[config.mk]
export PLATFORM = sky130hd
export DESIGN_NAME = disp_timing_gen
export DESIGN_NICKNAME = d
export VERILOG_FILES = /design/src/rtl/disp_pkg.sv /design/src/rtl/disp_hv_cnt.sv /design/src/rtl/disp_timing_gen.sv
export SDC_FILE = /design/constraint.sdc
export NUM_CORES = 1
export LEC_CHECK = 0
export CORE_MARGIN = 5
export CORE_UTILIZATION = 30
export DETAILED_ROUTE_END_ITERATION = 8
export GPL_ROUTABILITY_DRIVEN = 0
export SLEW_MARGIN = 10
export SYNTH_ARGS = -nofsm -noshare
export SYNTH_HDL_FRONTEND = slang
export SYNTH_SLANG_ARGS = --single-unit
[constraint.sdc]
create_clock -name clk -period 2.5 [get_ports clk]
set_input_delay 0.5 -clock clk [delete_from_list [all_inputs] [get_ports clk]]
set_output_delay 0.5 -clock clk [all_outputs]
set_load 0.03 [all_outputs]
[src/rtl/disp_pkg.sv]
// disp_pkg: shared types and constants for the display timing generator.
// Holds the controller state enum, the RGB888 pixel type and the
// colour-bar palette used by the optional test-pattern generator.
package disp_pkg;

    // Controller states: IDLE (counters parked), RUN (streaming), STOP (draining the frame)
    typedef enum logic [1:0] {
        ST_IDLE = 2'd0,
        ST_RUN  = 2'd1,
        ST_STOP = 2'd2
    } disp_state_e;

    localparam int unsigned PIX_W = 24;

    typedef logic [PIX_W-1:0] pixel_t;

    // Eight-bar palette, left to right, in RGB888
    localparam pixel_t BAR_WHITE   = 24'hFFFFFF;
    localparam pixel_t BAR_YELLOW  = 24'hFFFF00;
    localparam pixel_t BAR_CYAN    = 24'h00FFFF;
    localparam pixel_t BAR_GREEN   = 24'h00FF00;
    localparam pixel_t BAR_MAGENTA = 24'hFF00FF;
    localparam pixel_t BAR_RED     = 24'hFF0000;
    localparam pixel_t BAR_BLUE    = 24'h0000FF;
    localparam pixel_t BAR_BLACK   = 24'h000000;

    // Map a bar index 0..7 onto its palette colour
    function automatic pixel_t bar_colour(input logic [2:0] idx);
        case (idx)
            3'd0:    bar_colour = BAR_WHITE;
            3'd1:    bar_colour = BAR_YELLOW;
            3'd2:    bar_colour = BAR_CYAN;
            3'd3:    bar_colour = BAR_GREEN;
            3'd4:    bar_colour = BAR_MAGENTA;
            3'd5:    bar_colour = BAR_RED;
            3'd6:    bar_colour = BAR_BLUE;
            default: bar_colour = BAR_BLACK;
        endcase
    endfunction

endpackage

[src/rtl/disp_hv_cnt.sv]
// disp_hv_cnt: horizontal/vertical raster counter pair.
// While run_i is low both counters are held at zero, so the first running
// clock presents position (0,0). line_end / frame_end flag the last clock
// of a line and of a frame respectively.
module disp_hv_cnt #(
    parameter int unsigned HT = 800,
    parameter int unsigned VT = 525,
    parameter int unsigned HW = 10,
    parameter int unsigned VW = 10
) (
    input  logic          clk,
    input  logic          rst,
    input  logic          run_i,
    output logic [HW-1:0] h_cnt,
    output logic [VW-1:0] v_cnt,
    output logic          line_end,
    output logic          frame_end
);

    localparam logic [HW-1:0] H_LAST = HW'(HT - 1);
    localparam logic [VW-1:0] V_LAST = VW'(VT - 1);

    logic [HW-1:0] h_q;
    logic [HW-1:0] h_d;
    logic [VW-1:0] v_q;
    logic [VW-1:0] v_d;

    assign h_cnt     = h_q;
    assign v_cnt     = v_q;
    assign line_end  = (h_q == H_LAST);
    assign frame_end = line_end && (v_q == V_LAST);

    // Next raster position: park at origin when stopped, else advance and wrap
    always_comb begin
        h_d = h_q;
        v_d = v_q;
        if (!run_i) begin
            h_d = HW'(0);
            v_d = VW'(0);
        end else if (line_end) begin
            h_d = HW'(0);
            if (v_q == V_LAST) begin
                v_d = VW'(0);
            end else begin
                v_d = v_q + VW'(1);
            end
        end else begin
            h_d = h_q + HW'(1);
            v_d = v_q;
        end
    end

    // Raster position registers
    always_ff @(posedge clk or posedge rst) begin
        if (rst) begin
            h_q <= HW'(0);
            v_q <= VW'(0);
        end else begin
            h_q <= h_d;
            v_q <= v_d;
        end
    end

endmodule

[src/rtl/disp_timing_gen.sv]
// disp_timing_gen: parameterised raster timing generator for a parallel
// RGB display bus. Produces HSYNC/VSYNC/DATA_ENABLE/DATA one clock after the
// raster position they describe, pulls pixels from a valid/ready source and
// records starvation in a sticky underflow flag. Dropping en lets the current
// frame finish before returning to idle.
// Build option: define DISP_TPG_EN to add the tpg_sel input and an eight-bar
// colour test pattern that replaces the pixel source while selected.
module disp_timing_gen
    import disp_pkg::*;
#(
    parameter int unsigned H_ACTIVE = 640,
    parameter int unsigned H_FP     = 16,
    parameter int unsigned H_SYNC   = 96,
    parameter int unsigned H_BP     = 48,
    parameter int unsigned V_ACTIVE = 480,
    parameter int unsigned V_FP     = 10,
    parameter int unsigned V_SYNC   = 2,
    parameter int unsigned V_BP     = 33,
    parameter logic        SYNC_POL = 1'b1
) (
    input  logic        clk,
    input  logic        rst,
    input  logic        en,
    input  logic        clr_uflow,
    input  logic [23:0] pix_data,
    input  logic        pix_valid,
`ifdef DISP_TPG_EN
    input  logic        tpg_sel,
`endif
    output logic        pix_ready,
    output logic        VSYNC,
    output logic        HSYNC,
    output logic        DATA_ENABLE,
    output logic [23:0] DATA,
    output logic        frame_start,
    output logic        busy,
    output logic        uflow
);

    localparam int unsigned HT = H_SYNC + H_BP + H_ACTIVE + H_FP;
    localparam int unsigned VT = V_SYNC + V_BP + V_ACTIVE + V_FP;
    // One spare bit so the end-of-active bound never aliases to zero
    localparam int unsigned HW = $clog2(HT + 1);
    localparam int unsigned VW = $clog2(VT + 1);

    localparam logic [HW-1:0] H_SYNC_END = HW'(H_SYNC);
    localparam logic [HW-1:0] H_ACT_BEG  = HW'(H_SYNC + H_BP);
    localparam logic [HW-1:0] H_ACT_END  = HW'(H_SYNC + H_BP + H_ACTIVE);
    localparam logic [VW-1:0] V_SYNC_END = VW'(V_SYNC);
    localparam logic [VW-1:0] V_ACT_BEG  = VW'(V_SYNC + V_BP);
    localparam logic [VW-1:0] V_ACT_END  = VW'(V_SYNC + V_BP + V_ACTIVE);

    disp_state_e   state_q;
    disp_state_e   state_d;

    logic [HW-1:0] h_cnt_s;
    logic [VW-1:0] v_cnt_s;
    logic          line_end_s;
    logic          frame_end_s;

    logic          busy_s;
    logic          active_s;
    logic          uflow_set_s;

    logic          hsync_q;
    logic          hsync_d;
    logic          vsync_q;
    logic          vsync_d;
    logic          de_q;
    logic          de_d;
    pixel_t        data_q;
    pixel_t        data_d;
    logic          fs_q;
    logic          fs_d;
    logic          uflow_q;
    logic          uflow_d;

`ifdef DISP_TPG_EN
    logic [HW-1:0] tpg_col_s;
    logic [2:0]    tpg_bar_s;
`endif

    assign busy_s = (state_q != ST_IDLE);

    disp_hv_cnt #(
        .HT (HT),
        .VT (VT),
        .HW (HW),
        .VW (VW)
    ) u_hv_cnt (
        .clk       (clk),
        .rst       (rst),
        .run_i     (busy_s),
        .h_cnt     (h_cnt_s),
        .v_cnt     (v_cnt_s),
        .line_end  (line_end_s),
        .frame_end (frame_end_s)
    );

    // Controller next state; STOP drains to the last clock of the frame
    always_comb begin
        state_d = state_q;
        case (state_q)
            ST_IDLE: begin
                if (en) begin
                    state_d = ST_RUN;
                end else begin
                    state_d = ST_IDLE;
                end
            end
            ST_RUN: begin
                if (!en) begin
                    state_d = ST_STOP;
                end else begin
                    state_d = ST_RUN;
                end
            end
            ST_STOP: begin
                if (en) begin
                    state_d = ST_RUN;
                end else if (line_end_s && frame_end_s) begin
                    state_d = ST_IDLE;
                end else begin
                    state_d = ST_STOP;
                end
            end
            default: state_d = ST_IDLE;
        endcase
    end

    // Controller state register
    always_ff @(posedge clk or posedge rst) begin
        if (rst) begin
            state_q <= ST_IDLE;
        end else begin
            state_q <= state_d;
        end
    end

    assign active_s = busy_s
                   && (h_cnt_s >= H_ACT_BEG) && (h_cnt_s < H_ACT_END)
                   && (v_cnt_s >= V_ACT_BEG) && (v_cnt_s < V_ACT_END);

`ifdef DISP_TPG_EN
    assign tpg_col_s = h_cnt_s - H_ACT_BEG;
    assign tpg_bar_s = 3'({tpg_col_s, 3'b000} / (HW + 3)'(H_ACTIVE));
    // The pattern generator replaces the source, so nothing is consumed while it runs
    assign pix_ready = active_s && !tpg_sel;
`else
    assign pix_ready = active_s;
`endif

    // Next values of the registered display bus and the sticky underflow flag
    always_comb begin
        hsync_d     = (busy_s && (h_cnt_s < H_SYNC_END)) ? SYNC_POL : ~SYNC_POL;
        vsync_d     = (busy_s && (v_cnt_s < V_SYNC_END)) ? SYNC_POL : ~SYNC_POL;
        de_d        = active_s;
        fs_d        = busy_s && (h_cnt_s == HW'(0)) && (v_cnt_s == VW'(0));
        data_d      = BAR_BLACK;
        uflow_set_s = 1'b0;
`ifdef DISP_TPG_EN
        if (active_s && tpg_sel) begin
            data_d = bar_colour(tpg_bar_s);
        end else
`endif
        if (active_s && pix_valid) begin
            data_d = pix_data;
        end else if (active_s) begin
            data_d      = 24'h000000;
            uflow_set_s = 1'b1;
        end else begin
            data_d = 24'h000000;
        end
        // A fresh underflow wins over a clear arriving in the same clock
        if (uflow_set_s) begin
            uflow_d = 1'b1;
        end else if (clr_uflow) begin
            uflow_d = 1'b0;
        end else begin
            uflow_d = uflow_q;
        end
    end

    // Output registers for the display bus and status flags
    always_ff @(posedge clk or posedge rst) begin
        if (rst) begin
            hsync_q <= ~SYNC_POL;
            vsync_q <= ~SYNC_POL;
            de_q    <= 1'b0;
            data_q  <= 24'h000000;
            fs_q    <= 1'b0;
            uflow_q <= 1'b0;
        end else begin
            hsync_q <= hsync_d;
            vsync_q <= vsync_d;
            de_q    <= de_d;
            data_q  <= data_d;
            fs_q    <= fs_d;
            uflow_q <= uflow_d;
        end
    end

    assign HSYNC       = hsync_q;
    assign VSYNC       = vsync_q;
    assign DATA_ENABLE = de_q;
    assign DATA        = data_q;
    assign frame_start = fs_q;
    assign uflow       = uflow_q;
    assign busy        = busy_s;

endmodule

==> results of run 1 <==
cell families (layout without fill, tap and decap cells):
logic type / Yosys count / after routing / share of synthesized area, %
simple gates: 120 / 120 / 28.0
flops: 51 / 51 / 53.8
compound gates: 27 / 27 / 7.96
buf+inv: 21 / 80 / 4.38
xor+xnor: 9 / 9 / 3.32
fa+ha+maj: 4 / 4 / 2.11
mux: 1 / 1 / 0.422
cells in the mapped netlist (all sizes together):
cell / number
o22ai: 1
nor3: 6
xnor2: 5
dfrtp: 51
inv: 9
a21oi: 9
mux2i: 1
ha: 4
nand3b: 1
nor2b: 3
nor2: 39
buf: 4
and3: 1
a31oi: 1
nand4bb: 1
or4: 3
a21boi: 1
and2: 4
o41ai: 2
nand2: 35
or3: 8
nand3: 5
or4b: 1
nand2b: 1
xor2: 4
a2bb2oi: 1
o221ai: 1
o21ai: 7
clkbuf: 8
o31a: 1
o31ai: 3
and4: 1
nand4: 9
nor4: 2
report_power, final:
part | switching, mW | leakage, nW | internal (mW)
Clock | 0.299 | 0.0463 | 0.206
Combinational | 0.103 | 0.567 | 0.0867
Sequential | 0.0203 | 0.700 | 0.846
Total | 0.423 | 1.31 | 1.14
stage by stage:
stage               cell area, sq um  total power [mW]  util [%]  worst slack, ps  instances
finish                          3150              1.56      40.8              111        394
global route                    3150              1.65      40.8             27.8        394
CTS                             3150              1.59      40.7              101        394
detailed placement              3050              1.08      39.5              428        386
global placement                3050              1.08      39.5              478        386
floorplan                       2370             0.985         -              349        233
routing by layer:
layer	routed length, um	part of all wire, %	vias to the layer above
li1	-	-	899
met1	2260	44	876
met2	2310	45	62
met3	496	9.7	5
met4	36	0.71	0
met5	0	0	-
registers in the layout (all words and copies together) (netlist names):
name	flops
state_q	2
frame_start	1
DATA_ENABLE	1
u_hv_cnt.v_cnt	10
DATA	24
HSYNC	1
uflow	1
u_hv_cnt.h_cnt	10
VSYNC	1
worst max-delay path, cell delays in order (launching register included):
cell,delay (ps)
dfrtp_1,460
or3_4,420
o41ai_4,340
nand4_4,140
inv_2,70
buf_4,150
final cells by class:
cell class / count / share of cell area (%)
well taps: 102 / 4.05
flip-flops and latches: 51 / 40.5
clock inverters: 3 / 0.873
inverters: 9 / 1.07
multi-input cells: 161 / 31.7
repair buffers: 63 / 19.6
clock buffers: 5 / 2.18
layout by cell type (no fill, tap or decap), drive strengths merged, types with 6 or more instances in the layout:
master,count
nand4,9
inv,10
nor2,39
o21ai,7
dfrtp,51
clkdlybuf4s50,58
a21oi,9
nor3,6
or3,8
nand2,35
worst max-delay path by stage:
| stage | start | to | slack, ps |
|---|---|---|---|
| after floorplan | u_hv_cnt.v_cnt[7] | pix_ready | 350 |
| after global placement | u_hv_cnt.v_cnt[7] | pix_ready | 480 |
| after detailed placement | u_hv_cnt.h_cnt[0] | u_hv_cnt.v_cnt[9] | 430 |
| after CTS | u_hv_cnt.v_cnt[7] | pix_ready | 100 |
| after global routing | u_hv_cnt.v_cnt[7] | pix_ready | 30 |
| final | u_hv_cnt.v_cnt[7] | pix_ready | 110 |
timing repair:
action                     4_1_cts  5_1_grt
setup endpoints to repair        0        1
hold buffers                     0        0
hold endpoints to repair         0        0
resized for setup                0        1
==> results.sh, run 1 <==
export IMPL_die_area_sq_um=9790
export IMPL_worst_pin_slew_ps=637
export IMPL_grt_pass1_vias=1911
export IMPL_syn_area_sq_um=2370
export IMPL_critical_path_class="reg2out"
export IMPL_via_per_inst=4.68
export IMPL_synth_top_area_cell="dfrtp_1"
export IMPL_syn_area_per_cell_sq_um=10.2
export IMPL_globalRouteOverflowTotal=0
export IMPL_setup_violations=0
export IMPL_arrival_ps=1890
export IMPL_hp_start="u_hv_cnt.h_cnt[0]"
export IMPL_outcome="finished, final reports clean"
export IMPL_routed_wl_um=5100
export IMPL_top_usage_layer="met2"
export IMPL_areaGrowthSynthToFinish_pct=32.8
export IMPL_clk_path_buf_depth=2
export IMPL_finalHoldViolCount=0
export IMPL_use_met3_pct=5.24
export IMPL_die_h_um=99.0
export IMPL_cts_root_buf="clkbuf_8"
export IMPL_cp_end_kind="output pin"
export IMPL_cts_tree="built"
export IMPL_syn_nets=266
export IMPL_synth_distinct_cells=43
export IMPL_finalNetCount=324
export IMPL_cts_buffers=5
export IMPL_ant_nets=0
export IMPL_initial_core_util_pct=30.7
export IMPL_n_antenna_cell=0
export IMPL_wl_per_cell_um=12.9
export IMPL_reg2reg_depth=5
export IMPL_synth_warnings=0
export IMPL_ioPinCount=60
export IMPL_startpoint_type="flip-flop"
export IMPL_ir_drop_mv=0.223
export IMPL_finalCriticalPeriod_ps=2390
export IMPL_hold_class="reg2reg"
export IMPL_slew_headroom_pct=57.5
export IMPL_die_w_um=99.0
export IMPL_drt_iter0_drc=74
export IMPL_slew_viol_final=0
export IMPL_max_clock_freq_mhz=419
export IMPL_p_leak_nw=1.31
export IMPL_rsz0062_at_grt="no"
export IMPL_clk_pin_slew_ps=110
export IMPL_num_vias=1842
export IMPL_grtUsageMet2_pct=17.2
export IMPL_drive_gt1_share_pct=11.0
export IMPL_whs_ps=520
export IMPL_fin_setup_tns_ps=0
export IMPL_worst_ep_required_time_ps=2000
export IMPL_antenna_found_initial=0
export IMPL_whs_path_depth=1
export IMPL_core_sq_um=7730
export IMPL_finClkSkew_ps=16.6
export IMPL_rr_startpoint="u_hv_cnt.h_cnt[0]"
export IMPL_ys_ff_latch=51
export IMPL_synthCells=233
export IMPL_min_to="u_hv_cnt.h_cnt[0]"
export IMPL_critPathMaxFanout=7
export IMPL_grt_usage_pct=11.1
export IMPL_yosysSeqAreaShare_pct=53.8
export IMPL_clk_latency_ps=310
export IMPL_multiInputGateArea_sq_um=1000
export IMPL_max_cap_violations=0
export IMPL_cts_setup_buffers=0
export IMPL_num_rows=32
export IMPL_io_buffers=59
export IMPL_register_area_sq_um=1280
export IMPL_cts_max_level=2
export IMPL_first_pass_iters=4
export IMPL_r2r_slack_ps=420
export IMPL_grt_max_degree=52
export IMPL_grt_pass1_wl_um=9020
export IMPL_clkSinkCount=51
export IMPL_worstReg2RegEnd="u_hv_cnt.v_cnt[9]"
export IMPL_hpwl_um=3700
export IMPL_synth_area_leaders="dfrtp_1 54%, nand2_1 5.5%, nor2_4 4.7%, nor2_1 4.4%, ha_1 2.1%"
export IMPL_drc=0
export IMPL_p_per_area_nw_per_um2=495
export IMPL_yosysTopAreaCellShare_pct=53.8
export IMPL_use_met1_pct=13.9
export IMPL_finalCritPeriodShare_pct=95.6
export IMPL_n_fill_cell=745
(Power assumes the default switching activity.)
==> run 2: changes to the inputs <==
Settings changed: REMOVE_ABC_BUFFERS set to 1.
==> results.sh, run 2 (synthesis results as in run 1) <==
export IMPL_outcome="finished, final reports clean"
export IMPL_placedCellCount=387
export IMPL_p_leak_nw=1.35
export IMPL_r2r_slack_ps=430
export IMPL_p_per_area_nw_per_um2=524
export IMPL_finClkSkew_ps=9.02
export IMPL_pre_cts_slack_ps=421
export IMPL_hold_class="in2async"
export IMPL_via_per_inst=4.62
export IMPL_io_buffers=59
export IMPL_max_stage_delay_ps=460
export IMPL_drive_gt1_share_pct=11.6
export IMPL_final_cells=395
export IMPL_finalPower_mw=1.68
export IMPL_grt_pass1_wl_um=8670
export IMPL_cts_tree="built"
export IMPL_first_pass_iters=4
export IMPL_cts_root_buf="clkbuf_8"
export IMPL_rsz0062_at_grt="no"
export IMPL_finalCriticalPeriod_ps=2390
export IMPL_die_h_um=99.0
export IMPL_finalNetCount=325
export IMPL_finalHoldViolCount=0
export IMPL_die_w_um=99.0
export IMPL_fin_ws_ps=105
export IMPL_slew_headroom_pct=65.2
export IMPL_ir_drop_mv=0.245
export IMPL_crit_chain="or3_4 > o41ai_4 > nand4_4 > inv_2 > buf_4"
export IMPL_worstReg2RegEnd="u_hv_cnt.v_cnt[5]"
export IMPL_critical_path_class="reg2out"
export IMPL_initial_core_util_pct=30.7
export IMPL_worst_pin_slew_ps=523
export IMPL_finalCritPeriodShare_pct=95.8
export IMPL_ioPinCount=60
export IMPL_final_common_cell="clkdlybuf4s50_1"
export IMPL_cp_top_family="simple AND/OR/NAND/NOR gates"
export IMPL_ant_nets=0
export IMPL_fin_setup_tns_ps=0
export IMPL_clk_path_buf_depth=2
export IMPL_cts_max_level=2
export IMPL_die_area_sq_um=9790
export IMPL_arrival_ps=1890
export IMPL_num_vias=1825
export IMPL_grt_pass1_vias=1716
export IMPL_max_clock_freq_mhz=418
export IMPL_setup_violations=0
export IMPL_routed_wl_um=5150
export IMPL_hpwl_um=3810
export IMPL_wl_per_cell_um=13.0
export IMPL_areaGrowthSynthToFinish_pct=34.8
export IMPL_globalRouteOverflowTotal=0
export IMPL_max_cap_violations=0
export IMPL_startpoint_type="flip-flop"
export IMPL_worst_ep_required_time_ps=2000
export IMPL_largest_reg_flops=24
export IMPL_drt_iter0_drc=75
export IMPL_slew_viol_final=0
export IMPL_critPathMaxFanout=7
export IMPL_cts_setup_buffers=0
export IMPL_cp_end_kind="output pin"
export IMPL_finish_instance_area_sq_um=3200
export IMPL_n_antenna_cell=0
export IMPL_crit_slowest_cell="dfrtp_2"
export IMPL_critPathBufInv=2
export IMPL_clkSinkCount=51
export IMPL_grt_usage_pct=10.9
export IMPL_cts_buffers=5
export IMPL_num_rows=32
export IMPL_clk_pin_slew_ps=100
export IMPL_clk_latency_ps=300
export IMPL_core_sq_um=7730
export IMPL_layout_common_cells="58 x clkdlybuf4s50_1, 50 x dfrtp_1, 35 x nand2_1"
export IMPL_rr_startpoint="u_hv_cnt.h_cnt[0]"
export IMPL_whs_ps=451
export IMPL_reg2reg_depth=5
export IMPL_antenna_found_initial=0
export IMPL_grt_max_degree=27
export IMPL_dpl_cell_area_sq_um=3070
export IMPL_drc=0
export IMPL_post_route_util_pct=41.4
==> run 2: worst max-delay path by stage <==
stage | from | endpoint | slack, ps | cells past startpoint
floorplan | u_hv_cnt.v_cnt[7] | pix_ready | 70 | 4
global placement | u_hv_cnt.v_cnt[7] | pix_ready | 460 | 5
detailed placement | u_hv_cnt.v_cnt[7] | pix_ready | 420 | 5
CTS | u_hv_cnt.v_cnt[7] | pix_ready | 70 | 5
global route | u_hv_cnt.v_cnt[7] | pix_ready | 9 | 5
finish | u_hv_cnt.v_cnt[7] | pix_ready | 110 | 5
==> run 2: final cells by class <==
cell class / instances / area [sq um]
Clock buffer: 6 / 82.6
Clock inverter: 2 / 38.8
Fill cell: 744 / 4530
Inverter: 9 / 33.8
Multi-Input combinational cell: 161 / 1000
Sequential cell: 51 / 1280
Tap cell: 102 / 128
Timing Repair Buffer: 64 / 638
==> run 2: power by group <==
part | total, mW | switching (mW) | leakage [nW] | internal (mW)
Sequential | 0.866 | 0.0206 | 0.699 | 0.845
Clock | 0.614 | 0.284 | 0.0618 | 0.330
Combinational | 0.198 | 0.106 | 0.586 | 0.0911
==> run 2: worst register-to-register path: cells and delay by family (launching register included) <==
family / cells / cell delay [ps]
simple gates: 2 / 700
compound gates: 2 / 630
flops: 1 / 420
fa+ha+maj: 1 / 240
==> run 2: repair_timing <==
| action | CTS | global route |
|---|---|---|
| resized for setup | 0 | 2 |
| setup endpoints to repair | 0 | 1 |
| hold buffers | 0 | 0 |
==> run 2: per-layer routing <==
layer / vias to the layer above / global-route usage [%] / wire (um)
met4: 0 / 3.15 / 51
met2: 66 / 15.7 / 2210
li1: 902 / - / -
met1: 853 / 14.4 / 2330
met5: - / 0 / 0
met3: 4 / 5.38 / 554
